==> src/rtl/seg_display_scanner_if.sv <==
// Core-to-display bundle: four digit patterns plus enable in, multiplexed segment/anode drive out.
// The core side is master; the scanner is slave. There is no backpressure.
interface seg_display_scanner_if;
    logic       enable;
    logic [6:0] programcounter_sixteen;
    logic [6:0] programcounter_one;
    logic [6:0] data_sixteen;
    logic [6:0] data_one;
    logic [6:0] seg_out;
    logic [3:0] an_out;
    logic [1:0] digit_idx;
    logic       frame_start;

    modport master (
        output enable, programcounter_sixteen, programcounter_one, data_sixteen, data_one,
        input  seg_out, an_out, digit_idx, frame_start
    );

    modport slave (
        input  enable, programcounter_sixteen, programcounter_one, data_sixteen, data_one,
        output seg_out, an_out, digit_idx, frame_start
    );
endinterface

==> src/rtl/seg_display_scanner.sv <==
// 4-digit 7-segment scanner. Patterns are snapshotted once per frame, and each slot starts blanked.
// Outputs lag the scan state by one registered cycle. There is no backpressure; enable=0 darkens the display.
module seg_display_scanner #(
    parameter int REFRESH_DIV    = 50000,
    parameter int BLANK_CYCLES   = 1000,
    parameter bit SEG_ACTIVE_LOW = 1'b1,
    parameter bit AN_ACTIVE_LOW  = 1'b1
) (
    input  logic                   clk_in,
    input  logic                   reset,
    seg_display_scanner_if.slave   bus
);
    localparam int             CW        = (REFRESH_DIV > 1) ? $clog2(REFRESH_DIV) : 1;
    localparam logic [CW-1:0]  CNT_LAST  = CW'(REFRESH_DIV - 1);
    localparam logic [CW-1:0]  CNT_BLANK = CW'(BLANK_CYCLES);
    localparam logic [6:0]     SEG_OFF   = SEG_ACTIVE_LOW ? 7'h7F : 7'h00;
    localparam logic [3:0]     AN_OFF    = AN_ACTIVE_LOW ? 4'hF : 4'h0;

    if (REFRESH_DIV < 2 || BLANK_CYCLES >= REFRESH_DIV || BLANK_CYCLES < 0) begin : g_bad_params
        $error("seg_display_scanner: need REFRESH_DIV >= 2 and 0 <= BLANK_CYCLES < REFRESH_DIV");
    end

    logic [CW-1:0] cnt_q, cnt_d;
    logic [1:0]    idx_q, idx_d;
    logic [6:0]    shadow_q [4];
    logic [6:0]    shadow_d [4];
    logic [6:0]    seg_q, seg_d;
    logic [3:0]    an_q, an_d;
    logic [1:0]    digit_idx_q, digit_idx_d;
    logic          frame_start_q, frame_start_d;
    logic          load;

    assign load = bus.enable && (cnt_q == '0) && (idx_q == '0);

    always_ff @(posedge clk_in or negedge reset) begin
        if (!reset) begin
            cnt_q         <= '0;
            idx_q         <= '0;
            shadow_q      <= '{default: '0};
            seg_q         <= SEG_OFF;
            an_q          <= AN_OFF;
            digit_idx_q   <= '0;
            frame_start_q <= 1'b0;
        end else begin
            cnt_q         <= cnt_d;
            idx_q         <= idx_d;
            shadow_q      <= shadow_d;
            seg_q         <= seg_d;
            an_q          <= an_d;
            digit_idx_q   <= digit_idx_d;
            frame_start_q <= frame_start_d;
        end
    end

    always_comb begin
        cnt_d    = cnt_q;
        idx_d    = idx_q;
        shadow_d = shadow_q;
        if (!bus.enable) begin
            cnt_d = '0;
            idx_d = '0;
        end else if (cnt_q == CNT_LAST) begin
            cnt_d = '0;
            idx_d = idx_q + 2'd1;
        end else begin
            cnt_d = cnt_q + CW'(1);
        end
        if (load) begin
            shadow_d = '{bus.programcounter_sixteen, bus.programcounter_one,
                         bus.data_sixteen, bus.data_one};
        end
    end

    // Decode from shadow_d so a zero-length blank still shows the fresh snapshot on the load cycle.
    always_comb begin
        seg_d         = SEG_OFF;
        an_d          = AN_OFF;
        digit_idx_d   = '0;
        frame_start_d = load;
        if (bus.enable) begin
            digit_idx_d = idx_q;
            if (cnt_q >= CNT_BLANK) begin
                an_d  = (4'b1000 >> idx_q) ^ AN_OFF;
                seg_d = shadow_d[idx_q] ^ SEG_OFF;
            end
        end
    end

    assign bus.seg_out     = seg_q;
    assign bus.an_out      = an_q;
    assign bus.digit_idx   = digit_idx_q;
    assign bus.frame_start = frame_start_q;
endmodule

==> src/flat_wrapper.sv <==
// flat-port wrapper written by rule: the top's interface ports become plain ports
module seg_display_scanner_flat 
#(
    parameter int REFRESH_DIV    = 50000,
    parameter int BLANK_CYCLES   = 1000,
    parameter bit SEG_ACTIVE_LOW = 1'b1,
    parameter bit AN_ACTIVE_LOW  = 1'b1
)
  (clk_in, reset, bus_enable, bus_programcounter_sixteen, bus_programcounter_one, bus_data_sixteen, bus_data_one, bus_seg_out, bus_an_out, bus_digit_idx, bus_frame_start);
  seg_display_scanner_if bus_i ();
  input  logic clk_in;
  input  logic reset;
  input wire logic [$bits(bus_i.enable)-1:0] bus_enable;
  input wire logic [$bits(bus_i.programcounter_sixteen)-1:0] bus_programcounter_sixteen;
  input wire logic [$bits(bus_i.programcounter_one)-1:0] bus_programcounter_one;
  input wire logic [$bits(bus_i.data_sixteen)-1:0] bus_data_sixteen;
  input wire logic [$bits(bus_i.data_one)-1:0] bus_data_one;
  output wire logic [$bits(bus_i.seg_out)-1:0] bus_seg_out;
  output wire logic [$bits(bus_i.an_out)-1:0] bus_an_out;
  output wire logic [$bits(bus_i.digit_idx)-1:0] bus_digit_idx;
  output wire logic [$bits(bus_i.frame_start)-1:0] bus_frame_start;
  assign bus_i.enable = bus_enable;
  assign bus_i.programcounter_sixteen = bus_programcounter_sixteen;
  assign bus_i.programcounter_one = bus_programcounter_one;
  assign bus_i.data_sixteen = bus_data_sixteen;
  assign bus_i.data_one = bus_data_one;
  assign bus_seg_out = bus_i.seg_out;
  assign bus_an_out = bus_i.an_out;
  assign bus_digit_idx = bus_i.digit_idx;
  assign bus_frame_start = bus_i.frame_start;
  seg_display_scanner #(.REFRESH_DIV(REFRESH_DIV), .BLANK_CYCLES(BLANK_CYCLES), .SEG_ACTIVE_LOW(SEG_ACTIVE_LOW), .AN_ACTIVE_LOW(AN_ACTIVE_LOW)) u_core (.clk_in(clk_in), .reset(reset), .bus(bus_i));
endmodule
==> config.mk <==
export PLATFORM = sky130hd
export DESIGN_NAME = seg_display_scanner_flat
export DESIGN_NICKNAME = d
export VERILOG_FILES = /design/src/rtl/seg_display_scanner_if.sv /design/src/rtl/seg_display_scanner.sv /design/src/flat_wrapper.sv
export SDC_FILE = /design/constraint.sdc
export NUM_CORES = 1
export LEC_CHECK = 0
export CORE_ASPECT_RATIO = 1.5
export CORE_MARGIN = 10
export CORE_UTILIZATION = 55
export CTS_CLUSTER_SIZE = 30
export DETAILED_ROUTE_END_ITERATION = 10
export DONT_BUFFER_PORTS = 1
export PLACE_DENSITY = 0.75
export REMOVE_ABC_BUFFERS = 1
export SLEW_MARGIN = 20
export SYNTH_ARGS = -nofsm -noshare
export SYNTH_HDL_FRONTEND = slang
export SYNTH_SLANG_ARGS = --single-unit
==> constraint.sdc <==
create_clock -name clk_in -period 5 [get_ports clk_in]
set_clock_uncertainty 0.05 [all_clocks]
set_input_delay 0.75 -clock clk_in [delete_from_list [all_inputs] [get_ports clk_in]]
set_output_delay 0.75 -clock clk_in [all_outputs]
set_load 0.005 [all_outputs]
# --- Word level (Yosys, flattened, before mapping) ---
# Cells that the tools add are included.
word_totals:
  regBits: 60
  input_bits: 31
classes:
  add_sub_neg: 2
  n_lt_le_gt_ge: 2
  n_reduce_logical: 4
  eq_ne: 2
  shifts: 1
  n_mux: 13
  n_bitwise: 3
ops:
  columns: ["operator", "n"]
  rows:
  - ["$mux W16", 2]
  - ["$mux W28", 1]
  - ["$mux W7", 4]
  - ["$add A16 B1 Y16 const B", 1]
  - ["$eq A16 B16 Y1 const B", 1]
  - ["$ge A16 B10 Y1 const B", 1]
  - ["$logic_not A16 Y1", 1]
  - ["$bmux W7 S2", 1]
  - ["$mux W4", 2]
  - ["$not A7 Y7", 1]
  - ["$mux W2", 3]
  - ["$not A4 Y4", 1]
  - ["$shr A4 B2 Y4 const A", 1]
  - ["$ge A3 B3 Y1 const B", 1]
  - ["$not A2 Y3", 1]
  - ["$add A2 B1 Y2 const B", 1]
  - ["$logic_and A1 B1 Y1", 2]
  - ["$logic_not A2 Y1", 1]
  - ["$ne A2 B1 Y1 const B", 1]

# --- Longest topological paths before layout ---
logic_depth:
  depth_word: 10
  mapped_depth: 9
  depth_no_buf: 6

# --- Worst setup path before layout ---
# Ideal clock, no wire load.
synth_timing:
  path_kind: "register to register"
  start: "register u_core.idx_q[0]"
  end: "register u_core.seg_q[1] (netlist: u_core.bus.seg_out[1])"
  setup_ns: 0.082
  slack_ns: 2.628
  stages_incl_launch_ff: 10
  period_less_slack_ns: 2.372
  t_arrival_ns: 2.240
  path_cell_list: "dfrtp_1 buf_2 buf_1 inv_1 ha_1 nand4_1 nor3_4 buf_6 mux4_2 a22oi_1"
synth_between:
  elab_chain_cells: 9
synth_lines:
  columns: ["item", "line_no", "text"]
  rows:
  - ["from (decl)", "seg_display_scanner.sv:24", "logic [1:0] idx_q, idx_d;"]
  - ["from (signal assigned)", "seg_display_scanner.sv:46", "idx_q <= idx_d;"]
  - ["$logic_not A2 Y1", "seg_display_scanner.sv:33", "assign load = bus.enable && (cnt_q == '0) && (idx_q == '0);"]
  - ["$logic_and A1 B1 Y1", "seg_display_scanner.sv:33", null]
  - ["$mux W28", "seg_display_scanner.sv:68", "if (load) begin"]
  - ["$bmux W7 S2 *", "seg_display_scanner.sv:84", "seg_d = shadow_d[idx_q] ^ SEG_OFF;"]
  - ["$mux W7 (not written as such) * (2 in series)", "seg_display_scanner.sv:84", null]
  - ["$not A7 Y7 (no line) *", null, null]
  - ["$mux W7 *", "seg_display_scanner.sv:82", "if (cnt_q >= CNT_BLANK) begin"]
  - ["$mux W7 *", "seg_display_scanner.sv:80", "if (bus.enable) begin"]
  - ["named net u_core.seg_d[1]", "seg_display_scanner.sv:27", "logic [6:0] seg_q, seg_d;"]
  - ["to (signal assigned)", "seg_display_scanner.sv:48", "seg_q <= seg_d;"]
  - ["to (decl)", "seg_display_scanner.sv:27", null]
# The timed path passes the listed nets; every way through them passes the cells marked *. The select of a mux whose other input is x is not followed.
# A chain may end at the register's enable or synchronous reset.

# --- Worst setup path after layout ---
layout_timing:
  start: "register u_core.cnt_q[10]"
  end: "register u_core.seg_q[0] (netlist: u_core.bus.seg_out[0])"
layout_between:
  elab_chain_cells: 10
layout_lines:
  columns: ["item", "line_no", "text"]
  rows:
  - ["from (decl)", "seg_display_scanner.sv:23", "logic [CW-1:0] cnt_q, cnt_d;"]
  - ["from (signal assigned)", "seg_display_scanner.sv:45", "cnt_q <= cnt_d;"]
  - ["$logic_not A16 Y1", "seg_display_scanner.sv:33", null]
  - ["$logic_and A1 B1 Y1 (2 in series)", "seg_display_scanner.sv:33", null]
  - ["$mux W28", "seg_display_scanner.sv:68", null]
  - ["$bmux W7 S2", "seg_display_scanner.sv:84", null]
  - ["$mux W7 (not written as such) (2 in series)", "seg_display_scanner.sv:84", null]
  - ["$not A7 Y7 (no line)", null, null]
  - ["$mux W7 *", "seg_display_scanner.sv:82", null]
  - ["$mux W7 *", "seg_display_scanner.sv:80", null]
  - ["named net u_core.seg_d[0]", "seg_display_scanner.sv:27", null]
# Marks and branches as above.

==> results.md <==
- The run finished with clean final reports.
- In this run the critical register-to-register path is captured at u_core.bus.seg_out[0].
- The worst-case vdd ir drop is 0.2498 mV.
- The worst pin sits at a relative slew slack of 35.71%.
- The path class of the tightest hold or removal check is primary input to asynchronous set/reset pin.
- The part of the power in the clock network is 36.2%.
- The number of antenna violations at the first check in global routing came to 0.
- The number of buffers inserted by hold repair at cts is 0.
- The synthesized netlist contains 32 unique library cells.
- The final critical-path setup slack is 1.850 ns.
- The commonest non-fill, non-tap cell in the layout is sky130_fd_sc_hd__dfrtp_1.
- STA classifies the critical path startpoint as a register.
- The worst register-to-register path has a setup slack of 1.85 ns.
- After detailed placement, the design holds a cell count of 273.
- The actual transition at the worst max-transition pin is 0.9643 ns.
- The number of standard cells in the layout, taps in and fillers out is 289.
- The register bit total from synthesis is 60.
- The final weighted congestion of routability-driven global placement is 0.8417.
- Setup repair after global routing left no endpoint under its margin.
- The CTS tree is yes.
- The number of hold violations in the final report is 0.
- The clock root buffer is sky130_fd_sc_hd__clkbuf_8.
- In this run the power density over the cells is 351.7 mW/mm².
- The largest fanout on the critical path is 24.
- In this run, the combinational gates consume 11.0% of the power.
- The Yosys step of the flow raised 0 warnings.
- The setup-violating endpoint count in the final report is 0.
- The max-slew violation count is 0.
- The internal power contribution is 830.2 µW.
- Traced cell by cell, the critical path runs through or4_1 > or3_4 > nor3_4 > buf_4 > mux4_1 > a22oi_1.
- The proportion of netlist area held by the largest area contributor is 42.44%.
- The starting utilization of the core area is 56.37%.
- The routed design has 5266 µm of wire.
- In this run the count of I/O pins placed on the die edge is 45.
- The die span in x is 79.18 µm.
- Yosys mapped a number of flops with a built-in enable equal to 0.
- The sequential-to-total area share from yosys stat is 52.45%.
- The clock sink count is 60.
- The share of final-layout standard cells stronger than drive strength 1 is 30.32%.
- The total overflow left after global routing is 0.
- The number of cells on the worst reg-to-reg path is 6.
- Of all flip-flops after synthesis, the portion carrying an async set or reset was 100.0%.
- The die footprint is 0.008611 mm².
- In this run the mean area of a mapped cell was 13.25 µm².
- The worst setup slack before clock tree synthesis is 1.853 ns.
- For this run, design rule violations remaining after detail routing come to 0.
- The area growth from synthesis to final layout is 6.670%.
- The slowest stage cell on the critical path is sky130_fd_sc_hd__nor3_4.
- The class of the most critical setup path is register to register.
- The library cells used most frequently in the layout, excluding fill and tap cells, are 49 x sky130_fd_sc_hd__dfrtp_1, 28 x sky130_fd_sc_hd__mux2_2, 20 x sky130_fd_sc_hd__nor2_1, 12 x sky130_fd_sc_hd__nand2_1.
- The clock reaches the later pin of the worst-skew pair after 0.34 ns.
- The overall via count from detail_route is 1677.
- Using the TritonRoute via totals, the vias-per-cell ratio works out to 5.803.
- The achievable frequency is 317.5 MHz.
- Port buffering added 0 buffers.
- The post-route antenna net violation count is 0.
- The number of buffers added by the clock tree synthesis step is 9.
- Max-cap violations in this run came to 0.
- The reg-to-reg startpoint is u_core.cnt_q[10].
- In this run the power spent charging and discharging nets is 253.6 µW.
- In the post-synthesis netlist, the biggest area contributors are sky130_fd_sc_hd__dfrtp_1 42%, sky130_fd_sc_hd__mux2_2 11%, sky130_fd_sc_hd__dfstp_2 10%.
- At the worst endpoint, the arrival time is 3.36 ns.
- The leakage power figure is 1.239 nW.
- The total power draw is 1.084 mW.
- STA classifies the critical path endpoint as a register.
- Across all hold checks on the routed design, the worst slack comes to 0.04985 ns.
- Synthesis produced a netlist whose cell count is 218.
- The peak per-stage delay on the critical path is 0.69 ns.
- The cell area that synthesis handed to floorplanning was 0.002889 mm².
- The clock period could shrink to 3.150 ns.
- The core area is 0.005125 mm².
- The number of optimization iterations in the first detailed-route pass is 4.
- The global-route usage over all layers is 13.15%.
- The required time reported for the critical path endpoint is 5.21 ns.
- The number of diodes added for antenna fixing is 0.
- The placement row count is 32.
- Net switching is 23.40% of the power.
- Of the available clock period, the critical path in the final layout requires 62.99%.
- In the final routed layout, each cell accounts on average for 18.22 µm.
- The most used flip-flop cell after synthesis is sky130_fd_sc_hd__dfrtp_1.
- For the final routed database, the setup TNS stands at 0 ns.
- The quantity of gates resized following cts is 0.
- The largest area contributor in the netlist is sky130_fd_sc_hd__dfrtp_1.
- The sequential fraction of design power is 52.8%.
- The die is 108.8 µm tall.
- The largest net degree at the start of global routing is 61.
- The total number of nets in the final design is 253.
- The via count of the first global-routing pass is 1791.
- Fill cells in the final layout number 429.
- The detailed placer's ending HPWL is 3796 µm.
- The number of buffers on the longest clock path is 2.
- The first-pass GRT wire length is 8687 µm.
- The H-tree level count is 3.
- The DRC violation total after the first TritonRoute iteration is 86.
- Once the clock tree was built, the setup fixing pass inserted 0 buffers.
- Clock-pin slew was measured on the worst setup and hold paths at 0.07 ns.
-- sequential cells by signal, indices dropped and copies added, names as in the netlist --
name,flops
u_core.cnt_q,16
u_core.idx_q,2
u_core.shadow_q,28
u_core.bus.digit_idx,2
u_core.bus.an_out,4
u_core.bus.seg_out,7
u_core.bus.frame_start,1
-- cell usage after synthesis (3+ instances only) --
cell and n:
sky130_fd_sc_hd__dfstp_2 11, sky130_fd_sc_hd__nand3_1 7, sky130_fd_sc_hd__nor4_1 5, sky130_fd_sc_hd__mux4_1 6
sky130_fd_sc_hd__dfrtp_1 49, sky130_fd_sc_hd__nor3_1 5, sky130_fd_sc_hd__mux2_2 28, sky130_fd_sc_hd__xor2_1 8
sky130_fd_sc_hd__and2_1 3, sky130_fd_sc_hd__nand4_1 5, sky130_fd_sc_hd__a22oi_1 7, sky130_fd_sc_hd__nor2_1 20
sky130_fd_sc_hd__xnor2_1 7, sky130_fd_sc_hd__mux4_2 8, sky130_fd_sc_hd__nand2_1 12, sky130_fd_sc_hd__buf_6 3
sky130_fd_sc_hd__clkbuf_1 8, sky130_fd_sc_hd__inv_1 5, sky130_fd_sc_hd__ha_1 6
-- cell families after synthesis --
group,share of synthesized area (%)
XOR/XNOR,4.548
multiplexers,22.95
AND/OR/NAND/NOR,11.95
AO/OA/AOI/OAI,2.079
flip-flops,52.45
adder cells (fa/ha/maj),2.598
buffers and inverters,3.421
-- per-stage QoR --
step	instance area, µm²	utilization, %
final	3082	60.13
after detailed placement	2902	56.62
after CTS	3082	60.13
after global placement	2902	56.62
after floorplan	2809	-
after global routing	3082	60.13
-- final cells by class --
| cell class | count | area, µm² | share of cell area [%] |
|---|---|---|---|
| Multi-Input combinational cell | 139 | 1275 | 41.37 |
| Tap cell | 68 | 85.08 | 2.761 |
| Timing Repair Buffer | 1 | 7.507 | 0.2436 |
| Clock inverter | 4 | 25.02 | 0.8120 |
| Inverter | 5 | 18.77 | 0.6090 |
| Clock buffer | 12 | 155.1 | 5.035 |
| Sequential cell | 60 | 1515 | 49.17 |
-- power groups by stage --
stage               clock, mW  combinational, mW  sequential [mW]
detailed placement          0              0.121            0.582
global route            0.420              0.131            0.580
CTS                     0.403              0.121            0.573
finish                  0.393              0.119            0.572
global placement            0              0.116            0.578
floorplan                   0              0.108            0.570
-- worst max-delay path by stage --
stage / cells after the start / to / slack (ns) / startpoint
finish: 6 / u_core.bus.seg_out[0] / 1.85 / u_core.cnt_q[10]
floorplan: 5 / u_core.bus.seg_out[1] / 1.92 / u_core.cnt_q[10]
CTS: 6 / u_core.bus.seg_out[0] / 1.82 / u_core.cnt_q[10]
detailed placement: 6 / u_core.bus.seg_out[1] / 1.85 / u_core.cnt_q[10]
global route: 7 / u_core.bus.seg_out[4] / 1.65 / u_core.idx_q[0]
global placement: 6 / u_core.bus.seg_out[1] / 1.93 / u_core.cnt_q[10]
-- critical path: cells and delay by family, from the launching register on --
family                 cells  cell delay (ns)
multiplexers               1             0.34
AND/OR/NAND/NOR            3             1.62
flip-flops                 1             0.42
AO/OA/AOI/OAI              1             0.21
buffers and inverters      1             0.42
-- per-layer routing --
layer / vias up / track usage [%] / share of wire (%)
li1: 772 / - / -
met1: 851 / 13.67 / 38
met2: 43 / 21.05 / 50
met3: 11 / 7.166 / 9.5
met4: 0 / 6.684 / 2.0
met5: - / 0 / 0
No activity file was read; power rests on OpenSTA's default activity.
